File: config.mk
export PLATFORM = sky130hd
export DESIGN_NAME = data_pipe_fifo
export DESIGN_NICKNAME = d
export VERILOG_FILES = /design/src/rtl/data_pipe_fifo.sv
export SDC_FILE = /design/constraint.sdc
export NUM_CORES = 1
export LEC_CHECK = 0
export ABC_AREA = 1
export ABC_CLOCK_PERIOD_IN_PS = 1400
export BUFFER_PORTS_ARGS = -buffer_cell sky130_fd_sc_hd__buf_2
export CELL_PAD_IN_SITES_DETAIL_PLACEMENT = 1
export CELL_PAD_IN_SITES_GLOBAL_PLACEMENT = 1
export CORE_ASPECT_RATIO = 1.2
export CORE_MARGIN = 1.5
export CORE_UTILIZATION = 40
export DETAILED_ROUTE_END_ITERATION = 16
export MAX_ROUTING_LAYER = met4
export PLACE_DENSITY_LB_ADDON = 0.1
export SYNTH_ARGS = -nofsm -noshare
export SYNTH_HDL_FRONTEND = slang
export SYNTH_SLANG_ARGS = --single-unit
File: constraint.sdc
create_clock -name CLK_I -period 1.4 [get_ports CLK_I]
set_input_delay 0 -clock CLK_I [delete_from_list [all_inputs] [get_ports CLK_I]]
set_output_delay 0 -clock CLK_I [all_outputs]
set_load 0.05 [all_outputs]
File: src/rtl/data_pipe_fifo.sv
// Parametrised first-word-fall-through FIFO with registered outputs, valid/ready on both sides and occupancy level.
// Optional synchronous flush input CLR_I is present only when DATA_PIPE_CLR_EN is defined.
module data_pipe_fifo #(
    parameter  int WIDTH = 8,
    parameter  int DEPTH = 4,
    localparam int AW    = $clog2(DEPTH)
) (
    input  logic             CLK_I,
    input  logic             RST_I,
    input  logic [WIDTH-1:0] DATA_I,
    input  logic             VALID_I,
    output logic             READY_O,
    output logic [WIDTH-1:0] DATA_O,
    output logic             VALID_O,
    input  logic             READY_I,
    output logic [AW:0]      LEVEL_O
`ifdef DATA_PIPE_CLR_EN
    ,
    input  logic             CLR_I
`endif
);

    localparam logic [AW:0] LVL_FULL = (AW+1)'(DEPTH);
    localparam logic [AW:0] LVL_ONE  = (AW+1)'(1);
    localparam logic [AW:0] LVL_ZERO = '0;

    logic [WIDTH-1:0] r_mem [DEPTH];
    logic [AW-1:0]    r_wr_ptr;
    logic [AW-1:0]    r_rd_ptr;
    logic [AW:0]      r_level;
    logic             r_valid;
    logic             r_ready;
    logic [WIDTH-1:0] r_data;

    logic             w_push;
    logic             w_pop;
    logic             w_clr;
    logic [AW:0]      w_level_next;
    logic [AW-1:0]    w_rd_ptr_inc;
    logic [WIDTH-1:0] w_head_next;

`ifdef DATA_PIPE_CLR_EN
    assign w_clr = CLR_I;
`else
    assign w_clr = 1'b0;
`endif

    // Handshakes only look at registered flags, so no input reaches an output combinationally.
    assign w_push       = VALID_I & r_ready;
    assign w_pop        = r_valid & READY_I;
    assign w_rd_ptr_inc = r_rd_ptr + AW'(1);

    always_comb begin
        w_level_next = r_level;
        if (w_clr)
            w_level_next = LVL_ZERO;
        else if (w_push && !w_pop)
            w_level_next = r_level + LVL_ONE;
        else if (w_pop && !w_push)
            w_level_next = r_level - LVL_ONE;
    end

    // The head register is a copy of mem[rd_ptr]; when the queue holds only the
    // head, the incoming word bypasses the RAM so there is no bubble.
    always_comb begin
        w_head_next = r_data;
        if (w_pop) begin
            if (r_level > LVL_ONE)
                w_head_next = r_mem[w_rd_ptr_inc];
            else if (w_push)
                w_head_next = DATA_I;
        end else if (w_push && r_level == LVL_ZERO) begin
            w_head_next = DATA_I;
        end
    end

    always_ff @(posedge CLK_I) begin
        if (w_push)
            r_mem[r_wr_ptr] <= DATA_I;
    end

    always_ff @(posedge CLK_I or posedge RST_I) begin
        if (RST_I) begin
            r_wr_ptr <= '0;
            r_rd_ptr <= '0;
            r_level  <= '0;
            r_valid  <= 1'b0;
            r_ready  <= 1'b1;
            r_data   <= '0;
        end else begin
            r_level <= w_level_next;
            r_valid <= (w_level_next != LVL_ZERO);
            r_ready <= (w_level_next != LVL_FULL);
            if (w_clr) begin
                r_wr_ptr <= '0;
                r_rd_ptr <= '0;
            end else begin
                if (w_push)
                    r_wr_ptr <= r_wr_ptr + AW'(1);
                if (w_pop)
                    r_rd_ptr <= w_rd_ptr_inc;
                r_data <= w_head_next;
            end
        end
    end

    assign READY_O = r_ready;
    assign VALID_O = r_valid;
    assign DATA_O  = r_data;
    assign LEVEL_O = r_level;

endmodule

==> flow_summary.yaml <==
global_routing:
  antenna_found_initial: 0
  track_usage_pct: 20.6
  met1_usage_pct: 21.7
  use_met2_pct: 39.5
  grt_max_degree: 15
  use_met3_pct: 2.47
  grt_pass1_wl_um: 9160
  top_usage_layer: "met2"
  gr-total-overflow: 0
  first_global_vias: 1922
timing:
  slew_headroom_pct: 76.4
  skew_ns: 0.00993
  setup_viol_count_final: 0
  hold_violations: 0
  worst_slew_pin_slew_ns: 0.354
  period_needed_ns: 1.39
  fin_crit_sh_pct: 99.3
  rsz0062_at_grt: "yes"
  maxSlewViolCount: 0
  fmax_mhz: 719
  layout_setup_ws_ns: 0.00968
synth:
  synthCells: 239
  syn_area_per_cell_um2: 9.64
  synthFlopType: "edfxtp_1"
  synth.yosys.seq_area_share_pct: 60.2
  async_flop_share_pct: 34.7
  synth_nets: 259
  yosys_warnings: 0
  synth-edff-count: 32
  ys_ff_latch: 49
  syn_area_mm2: 0.00230
  ys_types: 23
pwr:
  total_power_mw: 7.08
  p_per_area_mw_per_mm2: 2310
  leakage_nw: 1.41
  peakVddDrop_v: 0.00115
setup_path:
  endpoint_kind: "flip-flop"
  cp_slowest_stage_delay_ns: 0.56
  path_cells: "nand2_4, buf_6, a21oi_4, nand2b_4, inv_6, nand2_1, nand2_1"
  critPathMaxFanout: 8
  cp.arrival_ns: 1.58
  critPathMostFrequentCell: "nand2_1"
  critPathKind: "reg2reg"
  start_kind: "flip-flop"
  slowest_stage: "dfstp_2"
  cp_num_buf_inv: 2
  path_delay_family: "flip-flops"
  required_ns: 1.59
routing:
  wire_per_inst_um: 16.2
  drc_errors: 0
  ant_nets: 0
  vias: 1805
  firstDrtPassIters: 4
  via_per_inst: 4.95
  routed_wirelength_um: 5930
  drt-initial-drc-count: 77
cts:
  numCtsBuffers: 5
  ctsRootBufferMaster: "clkbuf_8"
  h-tree-depth: 2
  cts_sinks: 49
  cts_buffer_depth: 2
  worstSkewPairLatency_ns: 0.30
  clk_pin_slew_ns: 0.09
  cts_tree: "built"
status:
  outcome: "finished clean"
layout:
  final_cell_mix: "86 x nand2_1, 32 x edfxtp_1, 24 x buf_2"
  nNetsFinal: 320
  layout_commonest_cell: "nand2_1"
  multiInputGateArea_um2: 915
  fillCellCount: 645
  antenna-diode-count: 0
  syn2layout_area_growth_pct: 32.7
  ff_latch_area_mm2: 0.00139
  drive_gt1_share_pct: 33.6
placed_design:
  port_buffers: 24
  hpwl_um: 4150
  place_congestion: 0.771
  dpl_worst_slack_ns: -0.0394
die:
  die-area_mm2: 0.00623
  core_mm2: 0.00559
  ios: 25
  die_w_um: 72.3
  placementRows: 30
  die_h_um: 86.2
  start_util_pct: 41.2
hold_path:
  min_path_type: "in2reg"
job:
  maxCapViolCount: 0
==> cell families after synthesis <==
logic type      Yosys count  share of synthesized area (%)
buf+inv                  34                           6.46
simple gates            128                           23.9
flops                    49                           60.2
xor+xnor                  4                           1.52
fa+ha+maj                 8                           4.34
compound gates           16                           3.58
==> Yosys cell counts, types with 3 or more instances <==
master | instances | share of area [%]
inv_2 | 5 | 0.81
nand2_2 | 6 | 1.6
edfxtp_1 | 32 | 42
nand2_1 | 93 | 15
nor2_1 | 12 | 2.0
a21oi_1 | 5 | 1.1
dfrtp_1 | 16 | 17
inv_1 | 25 | 4.1
nand3_1 | 13 | 2.8
ha_1 | 8 | 4.3
xor2_1 | 3 | 1.1
o21ai_0 | 9 | 2.0
==> metrics by stage <==
stage / setup TNS [ns] / hold WS, ns / instances / utilization [%] / instance area [µm²]
4_1_cts: -0.00444 / 0.147 / 362 / 52.4 / 2930
3_3_place_gp: -0.107 / -0.0228 / 345 / 48.3 / 2700
6_report: 0 / 0.157 / 365 / 54.7 / 3060
5_1_grt: -0.302 / 0.174 / 365 / 54.7 / 3060
3_5_place_dp: -0.0947 / -0.0173 / 345 / 48.3 / 2700
2_1_floorplan: -2.23 / -0.0749 / 239 / - / 2330
==> path summary, 6_finish.rpt <==
path                            slack, ns  cells after the start  startpoint          end
worst min-delay path                 0.16                      4     READY_I  r_rd_ptr[0]
max in group asynchronous            0.69                      4       RST_I  r_rd_ptr[0]
worst max-delay path                 0.01                      7     READY_O    DATA_O[1]
worst max register to register       0.01                      7     READY_O    DATA_O[1]
worst min register to register       0.49                      2   DATA_O[7]    DATA_O[7]
min in group asynchronous            0.21                      3       RST_I   LEVEL_O[0]
==> flip-flops by register name, indices dropped and copies added (netlist names) <==
name	count
DATA_O	8
r_wr_ptr	2
r_mem	32
READY_O	1
VALID_O	1
r_rd_ptr	2
LEVEL_O	3
==> report_power, final <==
group	leakage, nW	switching, mW	internal, mW
registers	0.489	0.287	2.03
logic	0.865	2.46	1.30
clock network	0.0528	0.472	0.528
total	1.41	3.22	3.86
==> worst min-delay path, stage by stage <==
cell,delay [ns]
buf_2,0.11
nand2_4,0.10
buf_4,0.14
xor2_1,0.06
==> routing by layer <==
layer,routed length [µm],up-vias
li1,-,880
met1,2270,890
met2,3460,27
met3,107,8
met4,93,0
met5,0,-
==> what timing repair did <==
| item | CTS | global route |
|---|---|---|
| pin swaps | 3 | 11 |
| endpoints found under the hold margin | 39 | 0 |
| gates resized for setup | 8 | 25 |
| buffers inserted | 0 | 2 |
| hold buffers | 9 | 0 |
| gates cloned | 0 | 1 |
| setup endpoints to repair | 3 | 20 |
==> cell type report <==
class,instances,area share [%]
well taps,64,2.62
clock inverters,2,1.10
repair buffers,56,14.3
inverters,31,4.13
flip-flops and latches,49,45.6
clock buffers,6,2.37
multi-input cells,157,29.9
Note: power is estimated with default switching activity, not from simulation.
